`src/rtl/rgbw_pkg.sv`:
```
// Shared constants and state encoding for the RGBW frame decoder.
// Frame layout: sync, six payload bytes, tail.
package rgbw_pkg;

  localparam logic [7:0] DEF_SYNC_BYTE = 8'h55;
  localparam logic [7:0] DEF_TAIL_BYTE = 8'hA4;

  localparam int PAYLOAD_LEN = 6;

  localparam int IDX_MODE  = 0;
  localparam int IDX_LUM   = 1;
  localparam int IDX_RED   = 2;
  localparam int IDX_GREEN = 3;
  localparam int IDX_BLUE  = 4;
  localparam int IDX_WHITE = 5;

  typedef enum logic [1:0] {
    HUNT    = 2'd0,
    PAYLOAD = 2'd1,
    TAIL    = 2'd2
  } state_t;

endpackage

```
`src/rtl/rgbw_gap_timer.sv`:
```
// Saturating inter-byte gap counter; expire flags the cycle in which a
// frame has waited too long for its next byte.
module rgbw_gap_timer #(
  parameter int TIMEOUT_CYCLES = 4096
) (
  input  logic clk12,
  input  logic reset,
  input  logic clear,
  input  logic enable,
  output logic expire
);

  localparam int W = (TIMEOUT_CYCLES > 1) ? $clog2(TIMEOUT_CYCLES) : 1;
  localparam logic [W-1:0] LAST = W'(TIMEOUT_CYCLES - 1);

  logic [W-1:0] count_reg;

  always_ff @(posedge clk12 or posedge reset) begin
    if (reset) begin
      count_reg <= '0;
    end else if (clear || !enable) begin
      count_reg <= '0;
    end else if (count_reg != LAST) begin
      count_reg <= count_reg + W'(1);
    end
  end

  // A byte arriving in the expiry cycle takes priority over the timeout.
  assign expire = enable && !clear && (count_reg == LAST);

endmodule

```
`src/rtl/rgbw_frame_decoder.sv`:
```
// Hunts for sync/payload/tail frames in the SPI byte stream and commits
// the six payload bytes to the outputs atomically on a good tail.
module rgbw_frame_decoder
  import rgbw_pkg::*;
#(
  parameter int          TIMEOUT_CYCLES = 4096,
  parameter logic [7:0]  SYNC_BYTE      = DEF_SYNC_BYTE,
  parameter logic [7:0]  TAIL_BYTE      = DEF_TAIL_BYTE
) (
  input  logic       clk12,
  input  logic       reset,
  input  logic       rx_rdy,
  input  logic [7:0] rx_data,
  output logic [7:0] mode,
  output logic [7:0] lum,
  output logic [7:0] red,
  output logic [7:0] green,
  output logic [7:0] blue,
  output logic [7:0] white,
  output logic       frame_valid,
  output logic       frame_err,
  output logic       busy
);

  state_t     state_reg, state_next;
  logic [2:0] idx_reg, idx_next;
  logic [7:0] shadow_reg [PAYLOAD_LEN];
  logic [7:0] out_reg    [PAYLOAD_LEN];
  logic       frame_valid_reg, frame_err_reg;
  logic       shadow_we, commit, err, expire;

  rgbw_gap_timer #(
    .TIMEOUT_CYCLES(TIMEOUT_CYCLES)
  ) u_gap_timer (
    .clk12  (clk12),
    .reset  (reset),
    .clear  (rx_rdy),
    .enable (state_reg != HUNT),
    .expire (expire)
  );

  always_ff @(posedge clk12 or posedge reset) begin
    if (reset) begin
      state_reg       <= HUNT;
      idx_reg         <= '0;
      frame_valid_reg <= 1'b0;
      frame_err_reg   <= 1'b0;
    end else begin
      state_reg       <= state_next;
      idx_reg         <= idx_next;
      frame_valid_reg <= commit;
      frame_err_reg   <= err;
    end
  end

  always_comb begin
    state_next = state_reg;
    idx_next   = idx_reg;
    shadow_we  = 1'b0;
    commit     = 1'b0;
    err        = 1'b0;
    case (state_reg)
      HUNT: begin
        if (rx_rdy && rx_data == SYNC_BYTE) begin
          state_next = PAYLOAD;
          idx_next   = '0;
        end
      end
      PAYLOAD: begin
        // Sync-valued bytes here are ordinary payload data.
        if (rx_rdy) begin
          shadow_we = 1'b1;
          if (idx_reg == 3'(IDX_WHITE)) state_next = TAIL;
          else                          idx_next   = idx_reg + 3'd1;
        end else if (expire) begin
          err        = 1'b1;
          state_next = HUNT;
        end
      end
      TAIL: begin
        if (rx_rdy) begin
          state_next = HUNT;
          if (rx_data == TAIL_BYTE) commit = 1'b1;
          else                      err    = 1'b1;
        end else if (expire) begin
          err        = 1'b1;
          state_next = HUNT;
        end
      end
      default: state_next = HUNT;
    endcase
  end

  always_ff @(posedge clk12 or posedge reset) begin
    if (reset) begin
      for (int i = 0; i < PAYLOAD_LEN; i++) begin
        shadow_reg[i] <= '0;
        out_reg[i]    <= '0;
      end
    end else begin
      for (int i = 0; i < PAYLOAD_LEN; i++) begin
        if (shadow_we && idx_reg == 3'(i)) shadow_reg[i] <= rx_data;
        if (commit)                        out_reg[i]    <= shadow_reg[i];
      end
    end
  end

  assign mode        = out_reg[IDX_MODE];
  assign lum         = out_reg[IDX_LUM];
  assign red         = out_reg[IDX_RED];
  assign green       = out_reg[IDX_GREEN];
  assign blue        = out_reg[IDX_BLUE];
  assign white       = out_reg[IDX_WHITE];
  assign frame_valid = frame_valid_reg;
  assign frame_err   = frame_err_reg;
  assign busy        = (state_reg != HUNT);

endmodule

```
`config.mk`:
```
export PLATFORM = sky130hd
export DESIGN_NAME = rgbw_frame_decoder
export DESIGN_NICKNAME = d
export VERILOG_FILES = /design/src/rtl/rgbw_pkg.sv /design/src/rtl/rgbw_gap_timer.sv /design/src/rtl/rgbw_frame_decoder.sv
export SDC_FILE = /design/constraint.sdc
export NUM_CORES = 1
export LEC_CHECK = 0
export ABC_AREA = 1
export BUFFER_PORTS_ARGS = -buffer_cell sky130_fd_sc_hd__buf_2
export CAP_MARGIN = 20
export CORE_UTILIZATION = 35
export DETAILED_ROUTE_END_ITERATION = 7
export GPL_TIMING_DRIVEN = 0
export SLEW_MARGIN = 20
export SYNTH_ARGS = -nofsm -noshare
export SYNTH_HDL_FRONTEND = slang
export SYNTH_SLANG_ARGS = --single-unit
```
`constraint.sdc`:
```
create_clock -name clk12 -period 10.34 [get_ports clk12]
set_clock_uncertainty 0.05 [all_clocks]
set_input_delay 0.517 -clock clk12 [delete_from_list [all_inputs] [get_ports clk12]]
set_output_delay 0.517 -clock clk12 [all_outputs]
set_load 0.1 [all_outputs]
```
# Word-level counts from Yosys, hierarchy flattened

Cells that the tools add are included.
W data, S select, Z words.

Input port bits: 11
Flip-flop bits (word level): 115
Logic and storage cells: 75
Output and inout port bits: 51

Eq/ne operators: 15
Multiplexer cells: 22
Reduce and logical (&&, ||, !) cells: 19
Add/subtract/negate cells: 2

Operators by type and width:

| kind                    | count |
|---|---|
| $mux W12                | 2 |
| $add A12 B1 Y12 const B | 1 |
| $eq A12 B12 Y1 const B  | 1 |
| $ne A12 B12 Y1 const B  | 1 |
| $mux W2                 | 5 |
| $logic_and A1 B1 Y1     | 9 |
| $mux W1                 | 9 |
| $mux W3                 | 3 |
| $eq A8 B7 Y1 const B    | 1 |
| $eq A8 B8 Y1 const B    | 1 |
| $eq A3 B2 Y1 const B    | 2 |
| $eq A3 B3 Y1 const B    | 2 |
| $ne A2 B2 Y1 const B    | 3 |
| $pmux W2 S3             | 1 |
| $pmux W3 S2             | 1 |
| $reduce_bool A2 Y1      | 3 |
| $reduce_and A4 Y1       | 1 |
| $add A3 B1 Y3 const B   | 1 |
| $eq A3 B1 Y1 const B    | 1 |
| $logic_not A3 Y1        | 1 |
| $ne A3 B3 Y1 const B    | 1 |
| $eq A2 B1 Y1 const B    | 1 |
| $eq A2 B2 Y1 const B    | 1 |
| $logic_not A1 Y1        | 2 |
| 4 further kinds         | 4 |

# Longest topological paths before layout

Gate-level depths: netlist (run 1).

Depth in word-level cells: 6
Mapped depth: 10
Mapped depth without buffers: 10

# Cells and area by module

Synthesis (run 1) repeated with hierarchy kept, for this count alone.

Cells, all modules: 548
Area total of the unflattened synthesis: 4902.2 um^2

By module, submodules not included:

| module             | cells each | seq. area each (um^2) | area each (um^2) | instances |
|---|---|---|---|---|
| rgbw_frame_decoder | 447        | 2577.5                | 4127.7           | 1 |
| rgbw_gap_timer     | 101        | 300.3                 | 774.5            | 1 |

# Worst setup path after synthesis (run 1)

Ideal clock, no wire load.

Path kind: reg-to-reg
Start: register state_reg[0]
End: register idx_reg[0]
Arrival: 1.853 ns
Cell stages (with the launch flop): 8
Data required time: 10.224 ns
Buffers on the path: 0
Library setup time: 0.066 ns
Clock period less this slack: 1.969 ns
Path slack: 8.371 ns
Path through: dfrtp_1 -> inv_1 -> ha_1 -> inv_1 -> o21ai_0 -> nand2_1 -> nand2_1 -> nand2_1

Longest elaborated chain between the ends: 3
Elaborated cells on any way between the ends: 8
Those cells by class: eq/ne: 4; mux: 1; reduce/logical: 3

RTL lines:

| element                                                      | RTL line                 | text |
|---|---|---|
| from (decl)                                                  | rgbw_frame_decoder.sv:25 | `state_t state_reg, state_next;` |
| from (signal assigned)                                       | rgbw_frame_decoder.sv:49 | `state_reg <= state_next;` |
| $eq A2 B1 Y1 or $logic_not A2 Y1 (tied branches)             | rgbw_frame_decoder.sv:62 | `case (state_reg)` |
| $ne A2 B2 Y1 (no line) or $reduce_bool A2 Y1 (tied branches) | -                        |  |
| $reduce_and A4 Y1 (no line)                                  | -                        |  |
| to (signal assigned)                                         | rgbw_frame_decoder.sv:50 | `idx_reg <= idx_next;` |
| to (decl)                                                    | rgbw_frame_decoder.sv:26 | `logic [2:0] idx_reg, idx_next;` |

Several ways; a longest one is shown, not always the timed one.
A chain may end at the register's enable or synchronous reset.

# Worst setup path after layout (run 1)

Start: register state_reg[0]
End: output busy

Longest elaborated chain between the ends: 1

RTL lines:

| element            | RTL line                  | text |
|---|---|---|
| $reduce_bool A2 Y1 | rgbw_frame_decoder.sv:116 | `assign busy = (state_reg != HUNT);` |
| to (decl)          | rgbw_frame_decoder.sv:22  | `output logic busy` |

No other way between the ends.

==> results of run 1 <==
==> critical path, cell delays in order (launching register included) <==
cell,delay [ns]
dfrtp_1,0.42
inv_1,0.09
ha_1,0.25
inv_1,0.13
buf_2,0.44
==> synthesized netlist by cell type <==
cell,n
buf_4,2
buf_6,6
nor3b_1,1
nand2_1,212
clkinv_4,1
o21bai_1,1
clkbuf_1,2
xor2_1,3
nor2_2,2
a21oi_1,4
nand3_1,15
nand2_2,1
nor2_1,20
or2_2,1
nand3_2,1
o21ai_0,63
inv_1,40
nand3b_1,1
o31ai_1,1
nor2_4,1
o21ai_1,9
nor3_2,2
dfrtp_1,115
ha_1,10
a31oi_1,1
nor3_1,2
buf_2,6
nand4_1,3
inv_2,7
==> per-layer routing <==
layer | GRT usage | up-vias | routed length (um)
met5 | 0 | - | 0
met4 | 0.0712 | 0 | 153
met3 | 0.0455 | 12 | 415
met2 | 0.271 | 78 | 5130
met1 | 0.212 | 1781 | 4980
li1 | - | 1844 | -
==> where the power goes <==
group,switching (W),internal [W]
registers,0.0000467,0.000536
clock network,0.000196,0.000417
logic,0.000166,0.0000704
==> path summary, 6_finish.rpt <==
path | slack, ns | endpoint | cells past startpoint
setup / recovery | 8.03 | busy | 4
hold / removal | 0.11 | green[5] | 2
setup reg to reg | 8.54 | frame_err | 7
hold reg to reg | 0.42 | lum[0] | 2
max in group asynchronous | 9.46 | mode[3] | 3
min in group clk12 | 0.33 | shadow_reg[3] | 3
==> logic make-up (layout without fill, tap and decap cells) <==
kind of cell,Yosys count,count (layout),synth area share
flip-flops,115,115,0.601
AO/OA/AOI/OAI,79,79,0.0838
XOR/XNOR,3,3,0.00548
adder cells (fa/ha/maj),10,10,0.0261
AND/OR/NAND/NOR,262,262,0.220
buffers and inverters,64,158,0.0637
==> layout make-up <==
type / count / share of cell area
clock inverter: 7 / 0.0199
timing repair buffer: 62 / 0.0556
inverter: 48 / 0.0318
multi-input combinational: 354 / 0.269
clock buffer: 25 / 0.0861
sequential: 115 / 0.481
buffer: 16 / 0.0201
tap: 176 / 0.0368
==> stage by stage <==
stage | hold slack [ns] | setup WS, ns | cell area (um2) | util
after floorplan | 0.392 | 6.73 | 4790 | -
after global placement | 0.408 | 5.53 | 5320 | 0.400
after detailed placement | 0.411 | 8.46 | 5350 | 0.402
after CTS | 0.124 | 8.02 | 5980 | 0.450
after global routing | 0.140 | 7.94 | 5980 | 0.450
final | 0.110 | 8.03 | 5980 | 0.450
==> impl_metrics.tcl, run 1 <==
set metrics [dict create \
    maxCapViolCount 0 \
    syn-num-nets 554 \
    cp-start-kind "register" \
    cts_made_buffers 17 \
    cts-root-buf "clkbuf_16" \
    arrival_ns 1.74 \
    dp_hpwl_mm 7.34 \
    syn_avg_cell_area_um2 8.99 \
    tritoncts "yes" \
    fin_crit_ns 2.31 \
    postCtsHoldBufs 0 \
    fin_crit_sh 0.223 \
    numPortBuffers 61 \
    netlist_instances 533 \
    fp.dieArea_mm2 0.0142 \
    tightest_slew_ns 0.514 \
    clock_latency_ns 0.41 \
    rows 42 \
    io-pin-count 62 \
    start_util 0.360 \
    grt_pass1_wl_mm 18.2 \
    end_kind "primary output" \
    layout_common_cells "nand2_1 (212), dfrtp_1 (115), buf_2 (67)" \
    crit_type "reg2out" \
    setup_viol 0 \
    first_iter_violations 191 \
    status "complete, no violations" \
    viasPerCell 4.63 \
    synthTopCellsByArea "dfrtp_1 (60%), nand2_1 (17%), o21ai_0 (6.6%), inv_1 (3.1%), ha_1 (2.6%)" \
    netlist.area_leader.share 0.601 \
    drv_slew 0 \
    track_usage 0.168 \
    yosysSeqAreaShare 0.601 \
    core_mm2 0.0133 \
    hp-class "in2async" \
    first_global_vias 3699 \
    fmax_mhz 434 \
    power_density_mw_per_mm2 239 \
    crit_start "state_reg[0]" \
    required_ns 9.77 \
    drive_gt1_frac 0.196 \
    synth-seq-cells 115 \
    grt_start_max_net_pins 59 \
    multi_input_area_mm2 0.00161 \
    largest_reg_flops 48 \
    overflow 0 \
    vias 3715 \
    peakVddDrop_mv 0.151 \
    synth_area_mm2 0.00479 \
    die_h_um 119 \
    antennaDiodeCount 0 \
    crit_fanout 5 \
    dp.cells 771 \
    synth_cell_types 29 \
    slew_headroom 0.657 \
    antenna_found_initial 0 \
    htree_levels 4 \
    area_growth_pct 24.9 \
    hold_viol 0 \
    gp_congestion 0.786 \
    dr.pass1.iters 4 \
    ctsResizeCount 0 \
    final_common_cell "nand2_1" \
    cts_buffer_depth 2 \
    power.total_w 0.00143 \
    yosys_warnings 0 \
    die_x_um 119 \
    tns_ns 0 \
    area.sequential_mm2 0.00288 \
    ant_nets 0 \
    post-cts-setup-buffers 0 \
    r2r-start "state_reg[0]" \
    drt-total-wl_mm 10.7 \
    leakage_nw 3.19 \
    nets 635 \
    path_clk_slew_ns 0.05 \
    detail_route.wl_per_cell_um 13.3 \
    layout.cells.non_filler 803 \
    rsz0062_at_grt "false" \
    nFillCells 1295 \
    yosysTopAreaCell "dfrtp_1" \
    drt_drc_violations_left 0 \
    cts.sinks 115 \
]
No activity file was read; power rests on OpenSTA's default activity.
==> run 2, diff against run 1 <==
clock period = 2.05 ns   (was 10.34 ns; I/O delays follow)
==> impl_metrics.tcl, run 2 (same netlist as run 1, synthesis figures left out) <==
set metrics [dict create \
    grt_pass1_wl_mm 18.2 \
    antennaDiodeCount 0 \
    track_usage 0.168 \
    layout.cells.non_filler 815 \
    arrival_ns 1.75 \
    fmax_mhz 525 \
    crit_type "reg2out" \
    drt-total-wl_mm 10.7 \
    fin_crit_sh 0.929 \
    first_global_vias 3693 \
    status "complete, no violations" \
    die_x_um 119 \
    area_growth_pct 25.9 \
    numPortBuffers 61 \
    first_iter_violations 252 \
    rsz0062_at_grt "false" \
    setup_viol 0 \
    dr.pass1.iters 5 \
    drv_slew 0 \
    cts_buffer_depth 2 \
    die_h_um 119 \
    io-pin-count 62 \
    rows 42 \
    path_clk_slew_ns 0.05 \
    required_ns 1.90 \
    start_util 0.360 \
    final_common_cell "nand2_1" \
    fin_crit_ns 1.90 \
    dp_hpwl_mm 7.52 \
    r2r_setup_slack_ns 0.21 \
    slew_headroom 0.674 \
    hold_viol 0 \
    cts_made_buffers 17 \
    core_mm2 0.0133 \
    fp.dieArea_mm2 0.0142 \
    viasPerCell 4.54 \
    cts-root-buf "clkbuf_16" \
    tritoncts "yes" \
    crit_fanout 5 \
    ant_nets 0 \
    grt_start_max_net_pins 35 \
    layout_common_cells "nand2_1 (212), dfrtp_1 (115), buf_2 (67)" \
    post-cts-setup-buffers 0 \
    cts.sinks 115 \
    peakVddDrop_mv 0.672 \
    maxCapViolCount 0 \
    htree_levels 4 \
    leakage_nw 3.22 \
    detail_route.wl_per_cell_um 13.1 \
    dp.cells 774 \
    power_density_mw_per_mm2 1120 \
    hp-class "in2reg" \
    nets 647 \
    drive_gt1_frac 0.191 \
    overflow 0 \
    clock_latency_ns 0.42 \
    end_kind "primary output" \
    tightest_slew_ns 0.493 \
    power.total_w 0.00677 \
    drt_drc_violations_left 0 \
    vias 3701 \
    gp_congestion 0.801 \
    largest_reg_flops 48 \
    antenna_found_initial 0 \
    cp-start-kind "register" \
]
run 2: cell types whose count changed in the layout (fill, tap and decap cells not counted), sizes merged:
cell,change
buf,+3
bufinv,-3
clkbuf,+2
clkinv,+3
clkinvlp,-1
dlygate4sd3,+9
inv,-1
run 2: layout make-up:
cell class | instances | area (um2)
clock buffer | 27 | 503
timing repair buffer | 74 | 490
clock inverter | 5 | 25.0
fill | 1281 | 7260
tap | 176 | 220
inverter | 48 | 189
buffer | 16 | 120
sequential | 115 | 2880
multi-input combinational | 354 | 1610
run 2: critical path: stages, from the launching register on:
cell and delay (ns):
dfrtp_1 0.41, inv_1 0.09, ha_1 0.25, inv_1 0.13, buf_2 0.44
run 2: path summary, 6_finish.rpt:
check                                from                       end  cells past startpoint
min in group asynchronous           reset                    red[5]                      3
hold / removal                     rx_rdy  u_gap_timer.count_reg[6]                      4
setup reg to reg             state_reg[0]                 frame_err                      7
hold reg to reg            shadow_reg[31]                    red[7]                      2
max in group asynchronous           reset                    lum[4]                      6
setup / recovery             state_reg[0]                      busy                      4
run 2: where the power goes:
part / total, W / internal, W / switching, W
Sequential: 0.00294 / 0.00271 / 0.000230
Combinational: 0.00123 / 0.000378 / 0.000851
Clock: 0.00261 / 0.00166 / 0.000950
run 2: metrics by stage:
step	hold WS [ns]	utilization	area (um2)	TNS, ns	setup slack, ns
global placement	0.330	0.400	5320	-20.46	-0.183
CTS	0.0488	0.454	6030	0	0.138
detailed placement	0.0808	0.407	5420	0	0.247
global route	0.0750	0.454	6030	0	0.0653
floorplan	0.173	-	4800	0	0.0812
finish	0.0718	0.454	6030	0	0.146
run 2: repair_timing:
| action | in CTS | in global routing |
|---|---|---|
| hold buffers | 9 | 0 |
| resized for setup | 0 | 0 |
| hold endpoints to repair | 49 | 0 |
run 2: layer usage:
| layer | up-vias | GRT usage | routed length, um |
|---|---|---|---|
| met3 | 18 | 0.0445 | 340 |
| met1 | 1751 | 0.214 | 5140 |
| met5 | - | 0 | 0 |
| met2 | 68 | 0.263 | 5030 |
| met4 | 0 | 0.0854 | 201 |
| li1 | 1864 | - | - |
